[src/rtl/bus_txn_scheduler.sv]
// Transaction-granular round-robin sharing of one 8-bit bus between AES and SHA,
// with a one-entry registered output stage and a stall watchdog.
module bus_txn_scheduler #(
  parameter int TIMEOUT = 16,
  parameter int CNTW    = $clog2(TIMEOUT + 1)
) (
  input  logic       clk,
  input  logic       rst_n,
  input  logic       aes_req,
  input  logic [7:0] aes_data,
  input  logic       aes_last,
  output logic       aes_grant,
  output logic       aes_ready,
  input  logic       sha_req,
  input  logic [7:0] sha_data,
  input  logic       sha_last,
  output logic       sha_grant,
  output logic       sha_ready,
  input  logic       bus_ready,
  output logic [7:0] data_bus_out,
  output logic       data_bus_valid,
  output logic       data_bus_last,
  output logic       owner,
  output logic       err_timeout
);

  typedef enum logic [1:0] {
    IDLE     = 2'd0,
    XFER_AES = 2'd1,
    XFER_SHA = 2'd2
  } state_t;

  localparam logic [CNTW-1:0] WD_MAX = CNTW'(TIMEOUT);

  state_t          state, state_nx;
  logic            last_served, last_served_nx;
  logic [CNTW-1:0] wd_cnt, wd_cnt_nx;

  logic       xfer;
  logic       owner_x;
  logic       req_x;
  logic       last_x;
  logic [7:0] data_x;
  logic       slot_free;
  logic       accept;
  logic       abort;

  always_comb begin
    xfer      = (state == XFER_AES) || (state == XFER_SHA);
    owner_x   = (state == XFER_SHA);
    req_x     = xfer && (owner_x ? sha_req : aes_req);
    last_x    = owner_x ? sha_last : aes_last;
    data_x    = owner_x ? sha_data : aes_data;
    slot_free = !data_bus_valid || bus_ready;
    accept    = req_x && slot_free;
    // Abort needs req low, so it can never collide with a last-beat accept.
    abort     = xfer && !req_x && (wd_cnt == WD_MAX);
  end

  assign aes_ready   = aes_grant && slot_free;
  assign sha_ready   = sha_grant && slot_free;
  assign err_timeout = abort;

  always_comb begin
    state_nx       = state;
    last_served_nx = last_served;
    wd_cnt_nx      = wd_cnt;
    case (state)
      XFER_AES, XFER_SHA: begin
        if ((accept && last_x) || abort) begin
          state_nx       = IDLE;
          last_served_nx = owner_x;
          wd_cnt_nx      = '0;
        end else if (req_x) begin
          wd_cnt_nx = '0;
        end else if (wd_cnt != WD_MAX) begin
          wd_cnt_nx = wd_cnt + CNTW'(1);
        end
      end
      default: begin
        wd_cnt_nx = '0;
        state_nx  = IDLE;
        if (aes_req && (!sha_req || last_served)) begin
          state_nx = XFER_AES;
        end else if (sha_req) begin
          state_nx = XFER_SHA;
        end
      end
    endcase
  end

  always_ff @(posedge clk) begin
    if (!rst_n) begin
      state          <= IDLE;
      last_served    <= 1'b1;
      wd_cnt         <= '0;
      aes_grant      <= 1'b0;
      sha_grant      <= 1'b0;
      data_bus_out   <= '0;
      data_bus_valid <= 1'b0;
      data_bus_last  <= 1'b0;
      owner          <= 1'b0;
    end else begin
      state       <= state_nx;
      last_served <= last_served_nx;
      wd_cnt      <= wd_cnt_nx;
      aes_grant   <= (state_nx == XFER_AES);
      sha_grant   <= (state_nx == XFER_SHA);
      if (accept) begin
        data_bus_out   <= data_x;
        data_bus_valid <= 1'b1;
        data_bus_last  <= last_x;
        owner          <= owner_x;
      end else if (data_bus_valid && bus_ready) begin
        data_bus_valid <= 1'b0;
        data_bus_last  <= 1'b0;
      end
    end
  end

endmodule

[config.mk]
export PLATFORM = sky130hd
export DESIGN_NAME = bus_txn_scheduler
export DESIGN_NICKNAME = d
export VERILOG_FILES = /design/src/rtl/bus_txn_scheduler.sv
export SDC_FILE = /design/constraint.sdc
export NUM_CORES = 1
export LEC_CHECK = 0
export BUFFER_PORTS_ARGS = -buffer_cell sky130_fd_sc_hd__buf_4
export CAP_MARGIN = 5
export CORE_UTILIZATION = 47
export DETAILED_ROUTE_END_ITERATION = 8
export GPL_ROUTABILITY_DRIVEN = 1
export PLACE_DENSITY_LB_ADDON = 0.2
export SLEW_MARGIN = 10
export SYNTH_ARGS = -nofsm -noshare
export SYNTH_HDL_FRONTEND = slang
export SYNTH_SLANG_ARGS = --single-unit
[constraint.sdc]
create_clock -name clk -period 2.1 [get_ports clk]
set_input_delay 0.525 -clock clk [delete_from_list [all_inputs] [get_ports clk]]
set_output_delay 0.525 -clock clk [all_outputs]
set_load 0.005 [all_outputs]
==> out/qor.yml <==
status:
  status: "finished clean"
synth:
  synth-edff-count: 0
  synthCells: 107
  ys_async_sr_fraction_pct: 0
  synth_area_per_cell_um2: 9.68
  ys.flop_type: "dfxtp_1"
  yosysSeqAreaShare_pct: 40.6
  yosysWarnings: 0
  netlist_area_um2: 1040
  ys_ff_latch: 21
  synth_cell_types: 31
  syn_nets: 133
route:
  wl_per_cell_um: 12.1
  viasPerCell: 4.98
  num_vias: 871
  drtIter0Drc: 3
  first_pass_iters: 3
  wirelength_mm: 2.11
  antenna_left: 0
  route.detailed.drc: 0
critical_path:
  crit_required_ns: 1.57
  arrival_ns: 1.46
  r2r-start: "state[1]"
  r2r_end: "sha_grant"
  path_class: "reg2out"
  worstRegToRegCells: 6
  startpoint_type: "flop"
  r2r_setup_slack_ns: 0.29
  endpoint_kind: "output port"
  cp_max_fo: 3
power:
  p_comb_share_pct: 28.9
  clockPowerShare_pct: 20.9
  sw_frac_of_total_pct: 27.9
  power_density_nw_per_um2: 629
  internal_power_w: 0.000643
  ir_worst_vdd_v: 0.000416
  p_leak_nw: 0.600
  p_sw_w: 0.000249
  power_frac_seq_pct: 50.3
timing:
  slew_headroom_pct: 71.2
  finalCritPeriodShare_pct: 94.7
  fin_skew_ns: 0.00234
  setup_tns_ns: 0
  setup_viol: 0
  rsz0062_at_grt: "false"
  post-route-min-period_ns: 1.99
  tightest_slew_ns: 0.428
  slew_viol_final: 0
  fin_ws_ns: 0.112
  fmax_mhz: 503
  hold_viol_final: 0
cts:
  cts_tree: "done"
  cts_max_path_buffers: 2
  htree_num_levels: 1
  cts_root_buffer: "clkbuf_4"
  clkSlewWorstSetupHoldPaths_ns: 0.11
  clk_latency_ns: 0.29
  cts_num_sinks: 21
  cts_inserted_buffers: 3
placement:
  gp_congestion: 0.892
  dp_hpwl_mm: 1.55
  portBuffers: 38
  dp_slack_ns: 0.206
grt:
  use_met3_pct: 4.36
  met2_usage_pct: 31.7
  grt_usage_pct: 18.8
  grt_max_degree: 19
  antenna_found_initial: 0
  grt_pass1_vias: 853
  use_met1_pct: 22.9
  grt.overflow.total: 0
  grt_first_pass_wirelength_mm: 3.52
  grt-busiest-layer: "met2"
min_path:
  holdPathEnd: "last_served"
  whs_path_depth: 2
  min_path_type: "in2reg"
  min_from: "rst_n"
floorplanning:
  core_area_um2: 2020
  num_rows: 16
  fp.dieW_um: 49.0
  dieArea_um2: 2400
  ios: 39
  initial_utilization_pct: 51.2
  fp.dieH_um: 49.0
cells_and_area:
  layout.nets: 175
  syn_to_final_growth_pct: 37.0
  diodes: 0
  utilization_pct: 70.2
  n_fill_cell: 168
  drive_above_1_share_pct: 38.5
flow_run:
  cap_violations: 0
==> logic make-up after synthesis <==
group           share of synthesized area (%)
flops                                    40.6
mux                                      12.9
fa+ha+maj                                3.62
simple gates                             21.3
buf+inv                                  6.40
xor+xnor                                 2.54
compound gates                           12.7
==> cell usage after synthesis, types with 2 or more instances <==
cell      count  area share, %
nor2b_1       3            1.8
buf_6         2            2.2
a211oi_1      6            4.3
buf_2         2           0.97
a211oi_2      2            2.4
ha_1          3            3.6
dfxtp_1      21             41
nand2_1       5            1.8
nand3_1       4            1.9
nor2_1       20            7.2
mux2i_1      10            9.7
xor2_1        3            2.5
inv_1         8            2.9
==> critical path: stages, from the launching register on <==
cell	delay (ns)
dfxtp_1	0.39
ha_4	0.16
mux2_4	0.33
nor3_4	0.14
buf_4	0.14
==> stage by stage <==
| step | std cells | power (W) | hold WS, ns | cell area (um^2) |
|---|---|---|---|---|
| 6_report | 175 | 0.000893 | 0.471 | 1420 |
| 5_1_grt | 175 | 0.000949 | 0.446 | 1420 |
| 4_1_cts | 175 | 0.000891 | 0.461 | 1390 |
| 3_5_place_dp | 171 | 0.000700 | 0.457 | 1350 |
| 3_3_place_gp | 171 | 0.000692 | 0.445 | 1350 |
| 2_1_floorplan | 107 | 0.000599 | 0.430 | 1040 |
==> power groups by stage <==
stage               combinational [W]  sequential [W]  clock [W]
global route                 0.000283        0.000454   0.000212
global placement             0.000237        0.000455          0
CTS                          0.000249        0.000447   0.000195
floorplan                    0.000141        0.000458          0
detailed placement           0.000243        0.000457          0
finish                       0.000258        0.000449   0.000186
==> routing by layer <==
layer,part of all wire [%],vias up,wire length (um)
met1,44,394,934
met4,0.57,0,12
met2,50,23,1050
met5,0,-,0
li1,-,452,-
met3,5.1,2,108
==> state kept, by name (all words and copies together), names as in the netlist <==
name	flops
owner	1
data_bus_last	1
data_bus_valid	1
last_served	1
wd_cnt	5
aes_grant	1
data_bus_out	8
state	2
sha_grant	1
==> how the worst max path moves through the flow <==
| stage | startpoint | endpoint | slack [ns] | cells past startpoint |
|---|---|---|---|---|
| 2_1_floorplan | state[0] | err_timeout | 0.37 | 5 |
| 3_3_place_gp | sha_req | err_timeout | 0.22 | 4 |
| 3_5_place_dp | sha_req | err_timeout | 0.21 | 4 |
| 4_1_cts | state[0] | err_timeout | 0.001 | 5 |
| 5_1_grt | state[1] | err_timeout | 0.02 | 4 |
| 6_report | state[1] | err_timeout | 0.11 | 4 |
==> cell type report <==
cell class | count | area [um^2] | area share [%]
multi-input cells | 73 | 593 | 41.8
flip-flops and latches | 21 | 420 | 29.6
repair buffers | 42 | 315 | 22.2
well taps | 27 | 33.8 | 2.38
inverters | 8 | 30.0 | 2.12
clock buffers | 4 | 26.3 | 1.85
==> layout by cell type, fill, tap and decap left out, drive strengths merged <==
master	netlist	final
buf	4	42
dfxtp	21	21
nor2	20	20
mux2i	11	11
inv	8	8
a211oi	8	8
nand2	5	5
nand3	4	4
clkbuf	1	4
nor2b	3	3
xor2	3	3
ha	3	3
nor3	2	2
nor4	2	2
nand4bb	1	1
mux2	1	1
and2b	1	1
o21a	1	1
o41ai	1	1
and2	1	1
o21ai	1	1
o311ai	1	1
or3	1	1
o211ai	1	1
o32ai	1	1
nor3b	1	1
==> repair_timing <==
item | in CTS | in global routing
endpoints found under the setup margin | 1 | 1
hold buffers | 0 | 0
pin swaps | 0 | 1
buffers inserted | 0 | 0
resized for setup | 3 | 5
Power figures use the tool's default switching activity.
